### src/rtl/twin_word_deserializer_if.sv
// Serial input / parallel pair output bundle for the twin word deserializer.
// The master drives the serial stream; the slave (the deserializer) returns the word pair.
interface twin_word_deserializer_if #(
    parameter int WIDTH = 8
) ();
    logic             sin;
    logic             sin_valid;
    logic             frame_start;
    logic [WIDTH-1:0] d1;
    logic [WIDTH-1:0] d2;
    logic             pair_valid;
    logic             frame_err;
    logic             busy;

    modport master (
        output sin,
        output sin_valid,
        output frame_start,
        input  d1,
        input  d2,
        input  pair_valid,
        input  frame_err,
        input  busy
    );

    modport slave (
        input  sin,
        input  sin_valid,
        input  frame_start,
        output d1,
        output d2,
        output pair_valid,
        output frame_err,
        output busy
    );
endinterface

### src/rtl/twin_word_deserializer.sv
// Collects a framed serial bit stream into two WIDTH-bit words (A then B) and presents them
// as a registered pair with a one-cycle strobe; a frame_start seen mid-frame restarts the frame.
module twin_word_deserializer #(
    parameter int WIDTH     = 8,
    parameter bit MSB_FIRST = 1'b1
) (
    input  logic                   clk,
    input  logic                   rst,
    twin_word_deserializer_if.slave bus
);
    localparam int CW = (WIDTH > 2) ? $clog2(WIDTH) : 1;

    localparam logic [1:0] IDLE    = 2'd0;
    localparam logic [1:0] SHIFT_A = 2'd1;
    localparam logic [1:0] SHIFT_B = 2'd2;

    logic [1:0]       state_r;
    logic [CW-1:0]    cnt_r;
    logic [WIDTH-1:0] sr_r;
    logic [WIDTH-1:0] hold_a_r;
    logic [WIDTH-1:0] d1_r;
    logic [WIDTH-1:0] d2_r;
    logic             pair_valid_r;
    logic             frame_err_r;
    logic             busy_r;

    logic [1:0]       state_n_s;
    logic [CW-1:0]    cnt_n_s;
    logic [WIDTH-1:0] sr_n_s;
    logic [WIDTH-1:0] hold_n_s;
    logic [WIDTH-1:0] d1_n_s;
    logic [WIDTH-1:0] d2_n_s;
    logic             pair_valid_n_s;
    logic             frame_err_n_s;

    logic [WIDTH-1:0] sr_shift_s;
    logic [WIDTH-1:0] sr_first_s;
    logic             last_s;

    // The first bit of a frame starts from a clean register so no stale bits survive a resync.
    assign sr_shift_s = MSB_FIRST ? {sr_r[WIDTH-2:0], bus.sin} : {bus.sin, sr_r[WIDTH-1:1]};
    assign sr_first_s = MSB_FIRST ? {{(WIDTH-1){1'b0}}, bus.sin} : {bus.sin, {(WIDTH-1){1'b0}}};
    assign last_s     = (cnt_r == CW'(WIDTH - 1));

    // Next-state logic: only accepted bits (sin_valid high) move the FSM.
    always_comb begin
        state_n_s      = state_r;
        cnt_n_s        = cnt_r;
        sr_n_s         = sr_r;
        hold_n_s       = hold_a_r;
        d1_n_s         = d1_r;
        d2_n_s         = d2_r;
        pair_valid_n_s = 1'b0;
        frame_err_n_s  = 1'b0;
        if (bus.sin_valid && bus.frame_start) begin
            // A frame start outside IDLE is a resync, including on the final bit of B.
            frame_err_n_s = (state_r != IDLE);
            state_n_s     = SHIFT_A;
            cnt_n_s       = CW'(1);
            sr_n_s        = sr_first_s;
        end else if (bus.sin_valid) begin
            case (state_r)
                IDLE: begin
                    state_n_s = IDLE;
                end
                SHIFT_A: begin
                    sr_n_s = sr_shift_s;
                    if (last_s) begin
                        hold_n_s  = sr_shift_s;
                        cnt_n_s   = {CW{1'b0}};
                        state_n_s = SHIFT_B;
                    end else begin
                        cnt_n_s = cnt_r + CW'(1);
                    end
                end
                SHIFT_B: begin
                    sr_n_s = sr_shift_s;
                    if (last_s) begin
                        d1_n_s         = hold_a_r;
                        d2_n_s         = sr_shift_s;
                        pair_valid_n_s = 1'b1;
                        cnt_n_s        = {CW{1'b0}};
                        state_n_s      = IDLE;
                    end else begin
                        cnt_n_s = cnt_r + CW'(1);
                    end
                end
                default: begin
                    state_n_s = IDLE;
                    cnt_n_s   = {CW{1'b0}};
                end
            endcase
        end else begin
            state_n_s = state_r;
        end
    end

    // State, datapath and output registers with synchronous reset priority.
    always_ff @(posedge clk) begin
        if (rst) begin
            state_r      <= IDLE;
            cnt_r        <= {CW{1'b0}};
            sr_r         <= {WIDTH{1'b0}};
            hold_a_r     <= {WIDTH{1'b0}};
            d1_r         <= {WIDTH{1'b0}};
            d2_r         <= {WIDTH{1'b0}};
            pair_valid_r <= 1'b0;
            frame_err_r  <= 1'b0;
            busy_r       <= 1'b0;
        end else begin
            state_r      <= state_n_s;
            cnt_r        <= cnt_n_s;
            sr_r         <= sr_n_s;
            hold_a_r     <= hold_n_s;
            d1_r         <= d1_n_s;
            d2_r         <= d2_n_s;
            pair_valid_r <= pair_valid_n_s;
            frame_err_r  <= frame_err_n_s;
            busy_r       <= (state_n_s != IDLE);
        end
    end

    assign bus.d1         = d1_r;
    assign bus.d2         = d2_r;
    assign bus.pair_valid = pair_valid_r;
    assign bus.frame_err  = frame_err_r;
    assign bus.busy       = busy_r;
endmodule

### src/flat_wrapper.sv
// flat-port wrapper written by rule: the top's interface ports become plain ports
module twin_word_deserializer_flat 
#(
    parameter int WIDTH     = 8,
    parameter bit MSB_FIRST = 1'b1
)
  (clk, rst, bus_sin, bus_sin_valid, bus_frame_start, bus_d1, bus_d2, bus_pair_valid, bus_frame_err, bus_busy);
  twin_word_deserializer_if #(.WIDTH(WIDTH)) bus_i ();
  input  logic clk;
  input  logic rst;
  input wire logic [$bits(bus_i.sin)-1:0] bus_sin;
  input wire logic [$bits(bus_i.sin_valid)-1:0] bus_sin_valid;
  input wire logic [$bits(bus_i.frame_start)-1:0] bus_frame_start;
  output wire logic [$bits(bus_i.d1)-1:0] bus_d1;
  output wire logic [$bits(bus_i.d2)-1:0] bus_d2;
  output wire logic [$bits(bus_i.pair_valid)-1:0] bus_pair_valid;
  output wire logic [$bits(bus_i.frame_err)-1:0] bus_frame_err;
  output wire logic [$bits(bus_i.busy)-1:0] bus_busy;
  assign bus_i.sin = bus_sin;
  assign bus_i.sin_valid = bus_sin_valid;
  assign bus_i.frame_start = bus_frame_start;
  assign bus_d1 = bus_i.d1;
  assign bus_d2 = bus_i.d2;
  assign bus_pair_valid = bus_i.pair_valid;
  assign bus_frame_err = bus_i.frame_err;
  assign bus_busy = bus_i.busy;
  twin_word_deserializer #(.WIDTH(WIDTH), .MSB_FIRST(MSB_FIRST)) u_core (.clk(clk), .rst(rst), .bus(bus_i));
endmodule
### config.mk
export PLATFORM = sky130hd
export DESIGN_NAME = twin_word_deserializer_flat
export DESIGN_NICKNAME = d
export VERILOG_FILES = /design/src/rtl/twin_word_deserializer_if.sv /design/src/rtl/twin_word_deserializer.sv /design/src/flat_wrapper.sv
export SDC_FILE = /design/constraint.sdc
export NUM_CORES = 1
export LEC_CHECK = 0
export BUFFER_PORTS_ARGS = -buffer_cell sky130_fd_sc_hd__buf_2
export CAP_MARGIN = 30
export CORE_AREA = 2 2 74 76
export CTS_CLUSTER_DIAMETER = 40
export DETAILED_ROUTE_END_ITERATION = 8
export DIE_AREA = 0 0 76 78
export GPL_TIMING_DRIVEN = 1
export HOLD_SLACK_MARGIN = 0.15
export PLACE_DENSITY_LB_ADDON = 0.15
export SLEW_MARGIN = 0
export SYNTH_ARGS = -nofsm -noshare
export SYNTH_HDL_FRONTEND = slang
export SYNTH_SLANG_ARGS = --single-unit
### constraint.sdc
create_clock -name clk -period 3.25 [get_ports clk]
set_input_delay 0.1625 -clock clk [delete_from_list [all_inputs] [get_ports clk]]
set_output_delay 0.1625 -clock clk [all_outputs]
set_load 0.01 [all_outputs]
==> results.toml, run 1 <==
[clock_tree]
ctsHtreeMaxLevel = 2
cts.sink_count = 39
cts_tree = "yes"
post_cts_repair_setup_buffers = 0
clkLatencyLatePin_ps = 290
tritoncts.num_buffers = 5
cts_root_buf = "sky130_fd_sc_hd__clkbuf_8"
post_cts_clock_slew_at_the_launch_and_capture_registers_of_the_worst_setup_and_hold_paths_ps = 80
max-clock-path-buffers = 2

[critical_path]
worstReg2RegStart = "u_core.cnt_r[0]$_SDFFE_PP0P_"
worstSetupEndpoint = "u_core.bus.d2[6]$_SDFFE_PP0P_"
critPathLaunchType = "register"
critical_path.reg2reg.endpoint = "u_core.bus.d2[6]$_SDFFE_PP0P_"
timing.critical_path.arrival_ps = 2020
cp-startpoint = "u_core.cnt_r[0]$_SDFFE_PP0P_"
crit_path_max_fanout = 16
regToRegSetupSlack_ps = 1450
timing.reg2reg.worst_path_depth = 6
cp-end-kind = "register"
path_class = "reg -> reg"
crit_required_ps = 3470

[placement]
dpl.cell_count = 267
detailed_place_hpwl_mm = 2.08
place_congestion = 0.659
buffer_ports.inserted = 23
cell_area_after_placement_um2 = 1630

[pwr]
power.share.sequential_pct = 52.7
leakagePower_nw = 0.662
power.net_switching_w = 0.000199
peakVddDrop_uv = 218
sw_share_pct = 21.7
total_power_w = 0.000917
pwr-share-comb_pct = 3.4
clkPwrFrac_pct = 43.9
p_int_w = 0.000718
p_per_area_nw_per_um2 = 522

[cells_and_area]
antenna_cells = 0
syn_to_final_growth_pct = 18.4
number_of_nets_in_the_layout = 215
layout.cells.non_filler = 276
final_layout_size_suffix_gt1_share_pct = 15.0
postLayoutCellArea_um2 = 1760

[outcome]
run_status = "completed"

[floorplanning]
top_level_ports = 24
start_util_pct = 29.4
die_y_extent_um = 78
die_w_um = 76
floorplan.rows = 26
die-area_um2 = 5930
core_area_um2 = 5040

[grt]
antenna_found_initial = 0
pin_count_of_the_biggest_net_entering_global_routing = 31
global_route_wire_length_before_repair_mm = 5.71
grt_usage_pct = 11.9
global_route.overflow_total = 0
grt_pass1_vias = 1209

[timing]
worst_clock_skew_ps = 7.27
timing.max_slew.rel_slack_pct = 60.3
timing_max_transition_violations_final = 0
worst-slew-pin-transition_ps = 593
final.min_clock_period_ps = 1800
report.final.hold_viol_count = 0
setup_violation_total_in_the_final_timing_report = 0
rsz0062_at_grt = "false"
totalNegativeSetupSlack_ps = 0
final.period_utilization_pct = 55.4
clock.fmax_ghz = 0.555
whs_ps = 194

[yosys]
ys_dominant_reg_cell = "sky130_fd_sc_hd__dfxtp_1"
synth-warning-count = 0
yosys-top-cells-area = "sky130_fd_sc_hd__dfxtp_1, sky130_fd_sc_hd__nand2_1, sky130_fd_sc_hd__a21oi_1"
asyncSetResetFlopFracSynth_pct = 0
synthTopCellsByCount = "sky130_fd_sc_hd__nand2_1, sky130_fd_sc_hd__dfxtp_1, sky130_fd_sc_hd__a21oi_1"
synth_top_area_share_pct = 52.6
yosysMostFrequentCell = "sky130_fd_sc_hd__nand2_1"
edff_count_synth = 0
netlist_area_um2 = 1480
synth_largest_area_cell = "sky130_fd_sc_hd__dfxtp_1"
synthesized_instance_count = 184
synth-seq-area-share_pct = 52.6
synth.distinct_cells = 23
mappedNetlistNets = 194
synth_area_per_cell_um2 = 8.06
synth-seq-cells = 39

[drt]
postRouteAntennaNets = 0
totalWireLength_mm = 3.16
route.detailed.drc = 0
drt_first_iter_violations = 62
drt_pre_antenna_iters = 4
via_per_inst = 4.41
route.detailed.wl_per_inst_um = 11.4
route.vias.total = 1217

[worst_hold_path]
worst_hold_path_type = "in -> reg"

[job]
max_cap_violations = 0
-- metal layers --
layer	track usage, %	vias up	wire (um)
met1	14.9	553	1600
met4	4.36	0	15
met3	3.95	2	126
li1	-	643	-
met5	0	-	0
met2	19.2	19	1420
-- cells by family (layout without fill, tap and decap cells) --
kind of cell / after synthesis / after routing / share of synthesized area, %
multiplexers: 1 / 1 / 0.675
flip-flops: 39 / 39 / 52.6
buffers and inverters: 12 / 34 / 4.05
AO/OA/AOI/OAI: 40 / 40 / 13.7
adder cells (fa/ha/maj): 5 / 5 / 4.22
AND/OR/NAND/NOR: 87 / 87 / 24.7
-- layout make-up --
class | instances | area [um2]
Sequential cell | 39 | 781
Inverter | 2 | 7.51
Clock buffer | 5 | 68.8
Multi-Input combinational cell | 133 | 643
Fill cell | 559 | 3290
Clock inverter | 3 | 43.8
Tap cell | 70 | 87.6
Timing Repair Buffer | 24 | 125
-- registers in the layout, summed over array words and instances (netlist names), 2 cells and up --
register / count
u_core.bus.d2: 8
u_core.hold_a_r: 8
u_core.state_r: 2
u_core.bus.d1: 8
u_core.sr_r: 7
u_core.cnt_r: 3
-- worst min-delay path by stage --
stage / from / end / slack [ps] / depth (start not counted)
finish: bus_frame_start / u_core.bus.frame_err$_SDFF_PP0_ / 190 / 3
global route: bus_frame_start / u_core.bus.frame_err$_SDFF_PP0_ / 200 / 3
CTS: bus_frame_start / u_core.bus.frame_err$_SDFF_PP0_ / 190 / 3
detailed placement: bus_sin / u_core.hold_a_r[0]$_SDFFE_PP0P_ / 440 / 3
global placement: bus_sin / u_core.bus.d2[0]$_SDFFE_PP0P_ / 440 / 3
floorplan: bus_sin / u_core.hold_a_r[0]$_SDFFE_PP0P_ / 300 / 2
-- repair_timing --
item,in CTS,in global routing
hold buffers,1,0
endpoints found under the hold margin,2,0
resized for setup,0,0
-- per-stage QoR --
stage | worst slack (ps) | utilization [%]
detailed placement | 1420 | 32.4
CTS | 1390 | 34.8
global placement | 1460 | 32.4
floorplan | 1700 | -
finish | 1450 | 34.8
global route | 1190 | 34.8
-- power by group through the flow --
stage,Combinational [W],Clock (W),Sequential [W]
floorplan,0.0000206,0,0.000494
global placement,0.0000316,0,0.000494
detailed placement,0.0000309,0,0.000494
CTS,0.0000321,0.000415,0.000483
global route,0.0000362,0.000441,0.000483
finish,0.0000314,0.000403,0.000483
-- worst max-delay path, stage by stage, from the launching register on --
cell and delay [ps]:
sky130_fd_sc_hd__dfxtp_1 360, sky130_fd_sc_hd__ha_1 160, sky130_fd_sc_hd__ha_1 200, sky130_fd_sc_hd__and3b_1 220
sky130_fd_sc_hd__and2_1 510, sky130_fd_sc_hd__nand2_1 140, sky130_fd_sc_hd__a21oi_1 140
-- placed cells by master, fill, tap and decap left out, drive strengths merged, types with 2 or more instances in the layout --
cell and count:
clkinv 2, inv 2, a21oi 34, and2 2, nand2b 2, nor2 5, nand3 9, ha 5
dfxtp 39, clkbuf 5, nand2 63, buf 23, o21ai 4, nor3 2
(Power assumes the default switching activity.)
==> inputs of run 2 (changes only) <==
Settings changed: ABC_AREA set to 1.
Clock period 3.25 ns to 1.8 ns, I/O delays scaled along.
==> run 2 against run 1 <==
Design area increased by 6.6%. Sequential share of layout area decreased by 2.8 points. Non-clock buffer count increased by 9. Sequential power increased by 81%. Area after synthesis increased by 0.51%. Synthesized cell count increased by 5.4%. Fmax increased by 6.4%. Register-to-register slack got worse by 1300 ps. Critical path depth increased by 1. Clock power increased by 78%. Critical endpoint is now u_core.sr_r[0]$_SDFFE_PP0P_. Largest power group unchanged.
==> results.toml, run 2 <==
[floorplanning]
die_y_extent_um = 78
die_w_um = 76
floorplan.rows = 26
start_util_pct = 29.6
top_level_ports = 24
core_area_um2 = 5040
die-area_um2 = 5930

[grt]
global_route_wire_length_before_repair_mm = 5.15
grt_usage_pct = 10.8
grt_pass1_vias = 1157
antenna_found_initial = 0
pin_count_of_the_biggest_net_entering_global_routing = 25
global_route.overflow_total = 0

[timing]
final.min_clock_period_ps = 1690
clock.fmax_ghz = 0.591
worst-slew-pin-transition_ps = 354
timing.max_slew.rel_slack_pct = 76.4
totalNegativeSetupSlack_ps = 0
post-route-worst-setup-slack_ps = 107
worst_clock_skew_ps = 6.41
rsz0062_at_grt = "false"
final.period_utilization_pct = 94.0
setup_violation_total_in_the_final_timing_report = 0
report.final.hold_viol_count = 0
timing_max_transition_violations_final = 0

[cells_and_area]
syn_to_final_growth_pct = 25.6
final_common_cell = "sky130_fd_sc_hd__nor2_1"
layout.cells.non_filler = 301
layout_common_cells = "sky130_fd_sc_hd__nor2_1, sky130_fd_sc_hd__dfxtp_1, sky130_fd_sc_hd__nand2_1, sky130_fd_sc_hd__buf_2, sky130_fd_sc_hd__o21ai_0"
fillers = 558
antenna_cells = 0
postLayoutCellArea_um2 = 1870
final_layout_size_suffix_gt1_share_pct = 18.6
number_of_nets_in_the_layout = 240

[pwr]
p_int_w = 0.00131
sw_share_pct = 21.4
total_power_w = 0.00167
power.share.sequential_pct = 52.2
pwr-share-comb_pct = 4.9
power.net_switching_w = 0.000358
clkPwrFrac_pct = 42.9
p_per_area_nw_per_um2 = 892
leakagePower_nw = 0.858
peakVddDrop_uv = 376

[clock_tree]
post_cts_clock_slew_at_the_launch_and_capture_registers_of_the_worst_setup_and_hold_paths_ps = 80
cts.sink_count = 39
tritoncts.num_buffers = 5
max-clock-path-buffers = 2
cts_root_buf = "sky130_fd_sc_hd__clkbuf_8"
ctsHtreeMaxLevel = 2
clkLatencyLatePin_ps = 290
cts_tree = "yes"

[worst_hold_path]
worst_hold_path_type = "in -> reg"

[drt]
totalWireLength_mm = 2.93
via_per_inst = 4.18
postRouteAntennaNets = 0
route.detailed.drc = 0
drt_pre_antenna_iters = 4
route.vias.total = 1257
route.detailed.wl_per_inst_um = 9.75
drt_first_iter_violations = 53

[yosys]
synthTopCellsByCount = "sky130_fd_sc_hd__nor2_1, sky130_fd_sc_hd__dfxtp_1, sky130_fd_sc_hd__nand2_1"
synth.distinct_cells = 19
asyncSetResetFlopFracSynth_pct = 0
synth-warning-count = 0
yosysMostFrequentCell = "sky130_fd_sc_hd__nor2_1"
mappedNetlistNets = 204
ys_dominant_reg_cell = "sky130_fd_sc_hd__dfxtp_1"
edff_count_synth = 0
yosys-top-cells-area = "sky130_fd_sc_hd__dfxtp_1, sky130_fd_sc_hd__nor2_1, sky130_fd_sc_hd__nand2_1"
synth_largest_area_cell = "sky130_fd_sc_hd__dfxtp_1"
synth-seq-area-share_pct = 52.3
synth-seq-cells = 39
netlist_area_um2 = 1490
synth_area_per_cell_um2 = 7.69
synthesized_instance_count = 194
synth_top_area_share_pct = 52.3

[placement]
place_congestion = 0.744
cell_area_after_placement_um2 = 1690
buffer_ports.inserted = 23
pre_cts_ws_ps = 280
detailed_place_hpwl_mm = 2.01
dpl.cell_count = 285

[critical_path]
critical_path.most_common_cell = "sky130_fd_sc_hd__nand2_1"
critPathLaunchType = "register"
timing.critical_path.arrival_ps = 1870
crit_path_max_fanout = 7
crit_required_ps = 1980
cp-end-kind = "register"
crit_chain = "inv_1 > ha_1 > nand2_4 > nand2_1 > nand2_1 > a21oi_1 > dlygate4sd3_1"
path_class = "reg -> reg"
cp_peak_stage_delay_ps = 540
critical-path-slowest-cell = "sky130_fd_sc_hd__dlygate4sd3_1"

[outcome]
run_status = "completed"

[job]
max_cap_violations = 0
## run 2: changes by cell type in the layout (fill, tap and decap cells not counted), sizes merged, moves of 2 or more
cell,previous run,this run
nor2,5,54
nand2,63,34
a21oi,34,11
o21ai,4,25
inv,2,15
buf,23,29
nand3,9,4
dlygate4sd3,1,4
and2,2,0
nand2b,2,0
## run 2: critical path: cells and delay by family (launching register included)
family | cells | cell delay [ps]
buffers and inverters | 2 | 610
DFF | 1 | 370
adders and majority gates | 1 | 320
and+or+nand+nor | 3 | 230
AOI/OAI and AO/OA | 1 | 50
## run 2: layout make-up
class,instances,area [um2],area share (%)
multi-input combinational,135,631,33.7
tap,70,87.6,4.68
clock inverter,3,43.8,2.34
inverter,16,61.3,3.27
timing repair buffer,33,200,10.7
sequential,39,781,41.7
clock buffer,5,68.8,3.67
## run 2: through the flow
| stage | hold WS [ps] | util, % |
|---|---|---|
| after floorplan | 159 | - |
| after global placement | 326 | 33.4 |
| after detailed placement | 331 | 33.4 |
| after CTS | 157 | 36.5 |
| after global routing | 198 | 37.1 |
| final | 159 | 37.1 |
## run 2: path summary, 6_finish.rpt
| path | startpoint | end | slack (ps) | cells past startpoint |
|---|---|---|---|---|
| worst max-delay path | u_core.state_r[1]$_SDFF_PP0_ | u_core.sr_r[0]$_SDFFE_PP0P_ | 110 | 7 |
| worst min register to register | u_core.sr_r[6]$_SDFFE_PP0P_ | u_core.sr_r[6]$_SDFFE_PP0P_ | 470 | 2 |
| worst max register to register | u_core.state_r[1]$_SDFF_PP0_ | u_core.sr_r[0]$_SDFFE_PP0P_ | 110 | 7 |
| worst min-delay path | bus_frame_start | u_core.state_r[0]$_SDFF_PP0_ | 160 | 5 |
## run 2: power by group through the flow
stage	logic, W	registers, W	clock network, W
floorplan	0.0000459	0.000892	0
global placement	0.0000712	0.000892	0
detailed placement	0.0000705	0.000892	0
finish	0.0000819	0.000872	0.000718
global route	0.0000930	0.000873	0.000791
CTS	0.0000774	0.000872	0.000750
## run 2: cell families after synthesis
logic type | after synthesis | share of synthesized area, %
AND/OR/NAND/NOR | 93 | 25.2
flip-flops | 39 | 52.3
AO/OA/AOI/OAI | 37 | 12.6
buffers and inverters | 20 | 5.70
adder cells (fa/ha/maj) | 5 | 4.19
## run 2: layer usage
layer	up-vias	share of wire, %	global-route usage [%]
met5	-	0	0
met1	553	49	13.0
li1	680	-	-
met2	20	45	17.9
met4	0	1.4	4.91
met3	4	4.1	3.37
## run 2: what timing repair did
item,4_1_cts,5_1_grt
buffers inserted,0,4
hold buffers,4,0
setup endpoints to repair,0,1
gates resized for setup,0,1
endpoints found under the hold margin,7,0
